[config.mk]
export PLATFORM = sky130hd
export DESIGN_NAME = key_logic_debounce
export DESIGN_NICKNAME = d
export VERILOG_FILES = /design/src/rtl/key_logic_pkg.sv /design/src/rtl/key_debounce_channel.sv /design/src/rtl/key_logic_debounce.sv
export SDC_FILE = /design/constraint.sdc
export NUM_CORES = 1
export LEC_CHECK = 0
export ABC_AREA = 1
export CORE_MARGIN = 2
export CORE_UTILIZATION = 35
export DETAILED_ROUTE_END_ITERATION = 7
export PLACE_DENSITY = 0.6
export SETUP_SLACK_MARGIN = 0.3
export SLEW_MARGIN = 20
export SYNTH_ARGS = -nofsm -noshare
export SYNTH_HDL_FRONTEND = slang
export SYNTH_SLANG_ARGS = --single-unit
export TNS_END_PERCENT = 100
[constraint.sdc]
create_clock -name clock -period 1.5 [get_ports clock]
set_input_delay 0.45 -clock clock [delete_from_list [all_inputs] [get_ports clock]]
set_output_delay 0.45 -clock clock [all_outputs]
set_load 0.005 [all_outputs]
[src/rtl/key_logic_pkg.sv]
// Shared types and defaults for the key debounce / LED logic block.
package key_logic_pkg;

  // LED function select decoded from the 2-bit mode input.
  typedef enum logic [1:0] {
    MODE_PASS   = 2'd0,
    MODE_AND    = 2'd1,
    MODE_OR     = 2'd2,
    MODE_TOGGLE = 2'd3
  } key_mode_t;

  localparam int DEFAULT_N_KEYS          = 8;
  localparam int DEFAULT_DEBOUNCE_CYCLES = 16;

endpackage : key_logic_pkg

[src/rtl/key_debounce_channel.sv]
// One push-button channel: 2-flop synchronizer, stability counter,
// debounced level, press strobe and press-toggle bit.
module key_debounce_channel
  import key_logic_pkg::*;
#(
  parameter int DEBOUNCE_CYCLES = DEFAULT_DEBOUNCE_CYCLES
) (
  input  logic clock,
  input  logic reset,
  input  logic key,
  output logic key_clean,
  output logic press_pulse,
  output logic toggle
);

  localparam int CW = (DEBOUNCE_CYCLES > 2) ? $clog2(DEBOUNCE_CYCLES) : 1;
  localparam logic [CW-1:0] CNT_LAST = CW'(DEBOUNCE_CYCLES - 1);

  logic          sync1_r;
  logic          sync2_r;
  logic [CW-1:0] cnt_r;
  logic          clean_r;
  logic          pulse_r;
  logic          toggle_r;

  // Synchronize the raw key, then accept a new level only after it has
  // differed from the debounced level for DEBOUNCE_CYCLES consecutive cycles.
  always_ff @(posedge clock) begin
    if (reset) begin
      sync1_r  <= 1'b0;
      sync2_r  <= 1'b0;
      cnt_r    <= '0;
      clean_r  <= 1'b0;
      pulse_r  <= 1'b0;
      toggle_r <= 1'b0;
    end else begin
      sync1_r <= key;
      sync2_r <= sync1_r;
      if (sync2_r == clean_r) begin
        // Level agrees with the accepted value: any pending count is a bounce.
        cnt_r   <= '0;
        pulse_r <= 1'b0;
      end else if (cnt_r == CNT_LAST) begin
        // Stable long enough: accept; only a 0->1 acceptance is a press.
        clean_r  <= sync2_r;
        cnt_r    <= '0;
        pulse_r  <= sync2_r;
        toggle_r <= toggle_r ^ sync2_r;
      end else begin
        cnt_r   <= cnt_r + {{(CW-1){1'b0}}, 1'b1};
        pulse_r <= 1'b0;
      end
    end
  end

  assign key_clean   = clean_r;
  assign press_pulse = pulse_r;
  assign toggle      = toggle_r;

endmodule : key_debounce_channel

[src/rtl/key_logic_debounce.sv]
// Top: N_KEYS debounced push-button channels plus a registered LED
// function (pass, pairwise AND, pairwise OR, press-toggle).
module key_logic_debounce
  import key_logic_pkg::*;
#(
  parameter int N_KEYS          = DEFAULT_N_KEYS,
  parameter int DEBOUNCE_CYCLES = DEFAULT_DEBOUNCE_CYCLES
) (
  input  logic              clock,
  input  logic              reset,
  input  logic [N_KEYS-1:0] key,
  input  logic [1:0]        mode,
  output logic [N_KEYS-1:0] led,
  output logic [N_KEYS-1:0] key_clean,
  output logic [N_KEYS-1:0] press_pulse
);

  logic [N_KEYS-1:0] clean_s;
  logic [N_KEYS-1:0] pulse_s;
  logic [N_KEYS-1:0] toggle_s;
  logic [N_KEYS-1:0] led_next_s;
  logic [N_KEYS-1:0] led_r;
  key_mode_t         mode_s;

  for (genvar g = 0; g < N_KEYS; g++) begin : g_chan
    key_debounce_channel #(
      .DEBOUNCE_CYCLES(DEBOUNCE_CYCLES)
    ) u_chan (
      .clock      (clock),
      .reset      (reset),
      .key        (key[g]),
      .key_clean  (clean_s[g]),
      .press_pulse(pulse_s[g]),
      .toggle     (toggle_s[g])
    );
  end

  assign mode_s = key_mode_t'(mode);

  // Decode the selected LED function from the debounced levels and toggles.
  always_comb begin
    led_next_s = '0;
    case (mode_s)
      MODE_PASS: begin
        led_next_s = clean_s;
      end
      MODE_AND: begin
        for (int j = 0; j < N_KEYS / 2; j++) begin
          led_next_s[2*j] = clean_s[2*j] & clean_s[2*j+1];
        end
      end
      MODE_OR: begin
        for (int j = 0; j < N_KEYS / 2; j++) begin
          led_next_s[2*j] = clean_s[2*j] | clean_s[2*j+1];
        end
      end
      MODE_TOGGLE: begin
        led_next_s = toggle_s;
      end
      default: begin
        led_next_s = '0;
      end
    endcase
  end

  // LED drive register: mode changes show up on the next clock edge.
  always_ff @(posedge clock) begin
    if (reset) begin
      led_r <= '0;
    end else begin
      led_r <= led_next_s;
    end
  end

  assign led         = led_r;
  assign key_clean   = clean_s;
  assign press_pulse = pulse_s;

endmodule : key_logic_debounce

==> summary.md, run 1 <==
| Metric | Value |
|---|---|
| Slowest stage delay, CP | 0.35 ns |
| Hold WS | 0.406 ns |
| Detail Route Antenna Nets | 0 |
| MaxCap Viol Count | 0 |
| HP Class | register to register |
| Global-route wire length before repair | 9550 µm |
| Overflow after GRT | 0 |
| Syn_area_per_cell | 8.54 µm² |
| Drt first-iter violations | 76 |
| Die W | 98.1 µm |
| CP Launch Type | register |
| Most frequent cells in the layout | nor2_1, dfxtp_1, inv_1, nand2_1, dfxtp_2 |
| Yosys cell types | 20 |
| # diodes | 0 |
| Starting Density | 35.9% |
| Crit end category | output pin |
| Ys Warns | 0 |
| Most common cell after layout, fill and taps aside | nor2_1 |
| Pwr/cell area | between 900 and 1000 mW/mm² |
| Worst path top cell family by delay | flip-flops |
| Setup-failing EPs final | 0 |
| Internal cell power | about 2.9 mW |
| Slew HR | around 86% |
| Clock share of power | between 30% and 40% |
| VDD IR max | 433 µV |
| TritonCTS buffer count | 9 |
| Combinational share of power | 4.4% |
| WL/cell | 10.9 µm |
| H-tree level count | 3 |
| Placer Congestion | 0.764 |
| # clock sinks | 80 |
| Leakage | 1.56 nW |
| Core region area | between 0.008 and 0.009 mm² |
| CTS Buffer Depth | 2 |
| Pre-Repair DR Iteration Count | 4 |
| Total die area | slightly below 0.01 mm² |
| Period Utilization, post-route | 83.3% |
| Largest net degree at the start of global routing | 13 |
| WP buf/inv | 1 |
| Row Count | 34 |
| HPWL after DPL | 4110 µm |
| Worst skew pair latency | between 0.3 and 0.4 ns |
| Wirelength, routed | 5660 µm |
| Port bufs | 35 |
| DIE HEIGHT | 98.1 µm |
| Syn Std Cell Area | 0.00310 mm² |
| Setup TNS Final | 0 ns |
| Layout cell share with drive strength beyond 1 | 25.1% |
| Max-slew violation count | 0 |
| Layout Nets | 430 |
| Fmax achieved | about 800 MHz |
| Hold_buf cts | 0 |
| Net Count, Synth | 388 |
| Clk pin slew, worst setup/hold paths | 0.08 ns |
| Outcome | complete, no violations |
| Vias per cell | 4.38 |
| GR Util All Layers | between 10% and 20% |
| Design Area, Final | 0.00373 mm² |
| Crit Path Max Fanout | 2 |
| IO Count | 36 |
| Seq/Total Area, Yosys | 51.7% |
| Number of global-route vias before repair | 2211 |
| Final hold vios | 0 |
| Slowest CP cell | dfxtp_4 |
| Sequential power share | 58.4% |
| Kind of critical path | register to output pin |
| DP Area | 0.00350 mm² |
| CP required | 1.05 ns |
| Area Overhead vs Synth | 20.5% |
| Worst clock skew | 0.0118 ns |
| Via Count | around 2.3k |
| RSZ-0062 raised after global routing | true |
| Initial antenna violation count | 0 |
| Critical Path AT | 0.80 ns |
| Synth Register Bits | 80 |
| Drc violations | 0 |
| Worst slew pin tran | 0.203 ns |
| Min Tclk post-route | 1.25 ns |
| Post-Syn Instances | 363 |
| Net Sw Frac | 22.6% |
| CTS root buf | clkbuf_8 |
| Switch Pwr | 0.837 mW |
| CTS tree | yes |
| Cell Chain, Critical Path | clkbuf_2 |
[cells in the mapped netlist]
master | n | area (µm²)
xor2_1 | 16 | 140
or2_4 | 2 | 17.5
buf_6 | 1 | 11.3
buf_4 | 17 | 128
o21ai_0 | 18 | 90.1
nor3_1 | 6 | 30.0
nor2_1 | 75 | 282
nand3_2 | 1 | 10.0
nand2_1 | 38 | 143
ha_1 | 13 | 163
o21ai_2 | 4 | 35.0
nor3b_1 | 2 | 15.0
nand3_1 | 23 | 115
buf_2 | 4 | 20.0
nand2b_1 | 2 | 12.5
a21oi_1 | 8 | 40.0
inv_1 | 43 | 161
o21bai_1 | 2 | 15.0
dfxtp_1 | 80 | 1600
xnor2_1 | 8 | 70.1
[routing by layer]
| layer | GRT usage [%] | up-vias | wire (µm) |
|---|---|---|---|
| li1 | - | 1193 | - |
| met1 | 14.1 | 1040 | 2490 |
| met2 | 21.0 | 26 | 2860 |
| met3 | 3.58 | 9 | 202 |
| met4 | 7.26 | 0 | 108 |
| met5 | 0 | - | 0 |
[kinds of logic after synthesis]
kind of cell             after synthesis  share of synthesized area, %
AND/OR/NAND/NOR                      149                          20.1
flip-flops                            80                          51.7
buffers and inverters                 65                          10.3
AO/OA/AOI/OAI                         32                          5.81
XOR/XNOR                              24                          6.78
adder cells (fa/ha/maj)               13                          5.25
[metrics by stage]
step	setup WS, ns	utilization [%]	total power [mW]	cells
CTS	0.138	42.1	3.74	517
finish	0.250	43.2	3.70	518
floorplan	0.312	-	2.30	363
detailed placement	-0.380	40.5	2.37	494
global route	0.212	43.2	3.86	518
global placement	-0.301	40.5	2.36	494
[path summary, 6_finish.rpt]
| path | startpoint | depth (start not counted) | endpoint | slack (ns) |
|---|---|---|---|---|
| max | g_chan[5].u_chan.key_clean$_SDFFE_PP0P_ | 1 | key_clean[5] | 0.25 |
| min | g_chan[4].u_chan.sync1_r$_SDFF_PP0_ | 2 | g_chan[4].u_chan.sync2_r$_SDFF_PP0_ | 0.41 |
| max reg2reg | g_chan[2].u_chan.cnt_r[0]$_SDFF_PP0_ | 5 | g_chan[2].u_chan.key_clean$_SDFFE_PP0P_ | 0.38 |
| min reg2reg | g_chan[4].u_chan.sync1_r$_SDFF_PP0_ | 2 | g_chan[4].u_chan.sync2_r$_SDFF_PP0_ | 0.41 |
[final cells by class]
class                      count  area [µm²]
clock buffer                  13         149
clock inverter                 3        17.5
fill                         877        4900
inverter                      43         161
multi-input combinational    218        1250
sequential                    80        1630
tap                          108         135
timing repair buffer          53         393
[timing repair]
item | 4_1_cts | 5_1_grt
resized for setup | 121 | 29
buffers inserted | 7 | 1
hold endpoints to repair | 0 | 0
setup endpoints to repair | 41 | 46
pin swaps | 1 | 2
[power groups by stage]
stage	combinational, mW	clock [mW]	sequential [mW]
detailed placement	0.158	0	2.21
global placement	0.152	0	2.21
global route	0.184	1.51	2.16
finish	0.162	1.38	2.16
floorplan	0.0904	0	2.21
CTS	0.159	1.42	2.16
[registers in the layout (all words and copies together), names as in the netlist]
signal	cells
g_chan.u_chan.toggle	8
g_chan.u_chan.key_clean	8
g_chan.u_chan.sync2_r	8
g_chan.u_chan.sync1_r	8
g_chan.u_chan.cnt_r	32
led	8
g_chan.u_chan.press_pulse	8
(Power assumes the default switching activity.)
==> run 2, diff against run 1 <==
==> constraint.sdc (replaced) <==
create_clock -name clock -period 1.15 [get_ports clock]
set_input_delay 0.345 -clock clock [delete_from_list [all_inputs] [get_ports clock]]
set_output_delay 0.345 -clock clock [all_outputs]
set_load 0.005 [all_outputs]
==> summary.md, run 2 (synthesized netlist as in run 1, its figures left out) <==
| Metric | Value |
|---|---|
| Slowest stage delay, CP | 0.33 ns (-0.02 ns) |
| Switch Pwr | 1.16 mW (+39%) |
| # clock sinks | 80 (unchanged) |
| TritonCTS buffer count | 9 (unchanged) |
| Fillers | 763 (-13%) |
| Total die area | 0.00962 mm² (unchanged) |
| WP buf/inv | 1 (unchanged) |
| GR Util All Layers | 13.8% (+1.3 points) |
| WHS Endpoint | g_chan[7].u_chan.sync2_r$_SDFF_PP0_ |
| Clock share of power | 38.8% (+1.6 points) |
| Dpl ws | -0.528 ns (-0.149 ns) |
| Largest net degree at the start of global routing | 13 (unchanged) |
| Min Tclk post-route | 1.14 ns |
| Layout Nets | 460 (+7.0%) |
| Cell Chain, Critical Path | buf_6 |
| H-tree level count | 3 (unchanged) |
| Wirelength, routed | 6410 µm (+13%) |
| Most common cell after layout, fill and taps aside | nor2_1 |
| RSZ-0062 raised after global routing | true |
| Pwr Total | 5.18 mW (+40%) |
| CP required | 0.81 ns (-0.24 ns) |
| Pre-Repair DR Iteration Count | 5 (+1) |
| Worst r2r src | g_chan[4].u_chan.key_clean$_SDFFE_PP0P_ |
| Via Count | 2446 (+7.8%) |
| Slowest CP cell | dfxtp_2 |
| Worst Min Path Start | g_chan[7].u_chan.sync1_r$_SDFF_PP0_ |
| Crit Path Max Fanout | 2 (unchanged) |
| VDD IR max | 494 µV (+14%) |
| Worst setup margin | 0.00738 ns (-0.243 ns) |
| Initial antenna violation count | 0 (unchanged) |
| Hold WS | 0.400 ns (-0.00637 ns) |
| Setup-failing EPs final | 0 (unchanged) |
| Outcome | complete, no violations |
| Most frequent cells in the layout | nor2_1, dfxtp_1, dfxtp_2, buf_6, inv_1 |
| MaxCap Viol Count | 0 (unchanged) |
| Placer Congestion | 0.785 (+2.7%) |
| R2R depth | 6 (+1) |
| CP Launch Type | register |
| Global-route wire length before repair | 10800 µm (+13%) |
| Reg-to-reg setup timing slack | 0.08 ns (-0.30 ns) |
| Internal cell power | 4.01 mW (+40%) |
| DIE HEIGHT | 98.1 µm (unchanged) |
| CTS tree | yes |
| Fmax achieved | between 800 and 900 MHz |
| Combinational share of power | 6.4% (+2.0 points) |
| Hold depth | 2 (unchanged) |
| Area occupied by multi-input gates | 0.00195 mm² (+56%) |
| Kind of critical path | register to output pin |
| Row Count | 34 (unchanged) |
| Reg2reg end | g_chan[4].u_chan.key_clean$_SDFFE_PP0P_ |
| Final hold vios | 0 (unchanged) |
| Sequential power share | 54.9% (-3.5 points) |
| Critical Path AT | 0.80 ns (about the same) |
| Die W | 98.1 µm (unchanged) |
| HP Class | register to register |
| CTS Buffer Depth | 2 (unchanged) |
| Slew HR | 79.7% (-6.7 points) |
| # diodes | 0 (unchanged) |
| Layout cell share with drive strength beyond 1 | 58.3% (+33 points) |
| Number of global-route vias before repair | 2511 (+14%) |
| Detail Route Antenna Nets | 0 (unchanged) |
| Worst clock skew | 0.0121 ns (+0.000220 ns) |
| Clk pin slew, worst setup/hold paths | 0.08 ns (about the same) |
| Reg area | 0.00165 mm² (+1.2%) |
| Worst skew pair latency | 0.35 ns (about the same) |
| Worst path top cell family by delay | flip-flops |
| Overflow after GRT | 0 (unchanged) |
| Core region area | 0.00864 mm² (unchanged) |
| HPWL after DPL | 4210 µm (+2.3%) |
| Drt first-iter violations | 20 (-74%) |
| Vias per cell | 4.47 (+2.1%) |
| Non-Filler Instances | 547 (+5.6%) |
| Drc violations | 0 (unchanged) |
| Leakage | 1.84 nW (+18%) |
| Top reg by flops | g_chan.u_chan.cnt_r |
| Pwr/cell area | 1060 mW/mm² (+6.7%) |
| Area Overhead vs Synth | 58.0% |
| Hold_buf cts | 0 (unchanged) |
| Starting Density | 35.9% (unchanged) |
| Port bufs | 35 (unchanged) |
| CTS root buf | clkbuf_8 |
| Period Utilization, post-route | 99.4% |
| WL/cell | 11.7 µm (+7.4%) |
| Max reg flops | 32 (unchanged) |
| IO Count | 36 (unchanged) |
| Crit end category | output pin |
| Net Sw Frac | 22.5% (-0.14 points) |
| Placed insts | 501 (+1.4%) |
| Max-slew violation count | 0 (unchanged) |
| Worst slew pin tran | 0.305 ns (+0.102 ns) |
## run 2: worst max-delay path by stage
stage,cells past startpoint,from,endpoint
2_1_floorplan,4,mode[1],led[3]$_SDFF_PP0_
3_3_place_gp,6,mode[1],led[7]$_SDFF_PP0_
3_5_place_dp,6,mode[1],led[5]$_SDFF_PP0_
4_1_cts,1,led[6]$_SDFF_PP0_,led[6]
5_1_grt,1,led[6]$_SDFF_PP0_,led[6]
6_report,1,g_chan[4].u_chan.key_clean$_SDFFE_PP0P_,key_clean[4]
## run 2: area by class of cell
cell class | instances | area share, %
multi-input combinational | 218 | 39.7
inverter | 43 | 4.37
sequential | 80 | 33.6
clock inverter | 3 | 0.869
tap | 108 | 2.76
timing repair buffer | 83 | 15.7
clock buffer | 12 | 2.96
## run 2: metal layers
metal / global-route usage [%] / vias up / part of all wire (%)
met4: 6.62 / 0 / 1.8
li1: - / 1253 / -
met5: 0 / - / 0
met1: 15.4 / 1159 / 42
met3: 3.15 / 10 / 2.8
met2: 24.7 / 24 / 53
## run 2: stage by stage
stage / instance area (µm²) / utilization (%) / TNS [ns]
6_report: 4900 / 56.7 / 0
2_1_floorplan: 3440 / - / 0
3_3_place_gp: 3920 / 45.3 / -24.36
5_1_grt: 4900 / 56.7 / -0.136
3_5_place_dp: 3920 / 45.3 / -25.51
4_1_cts: 4520 / 52.3 / -0.0188
## run 2: power groups by stage
stage	clock (mW)	combinational [mW]	sequential (mW)
after floorplan	0	0.149	2.89
after global placement	0	0.252	2.89
after detailed placement	0	0.256	2.89
after CTS	2.06	0.307	2.83
after global routing	2.17	0.367	2.84
final	2.01	0.330	2.84
## run 2: what timing repair did
action | CTS | global route
resized for setup | 214 | 78
setup endpoints to repair | 104 | 88
buffers inserted | 19 | 12
pin swaps | 45 | 33
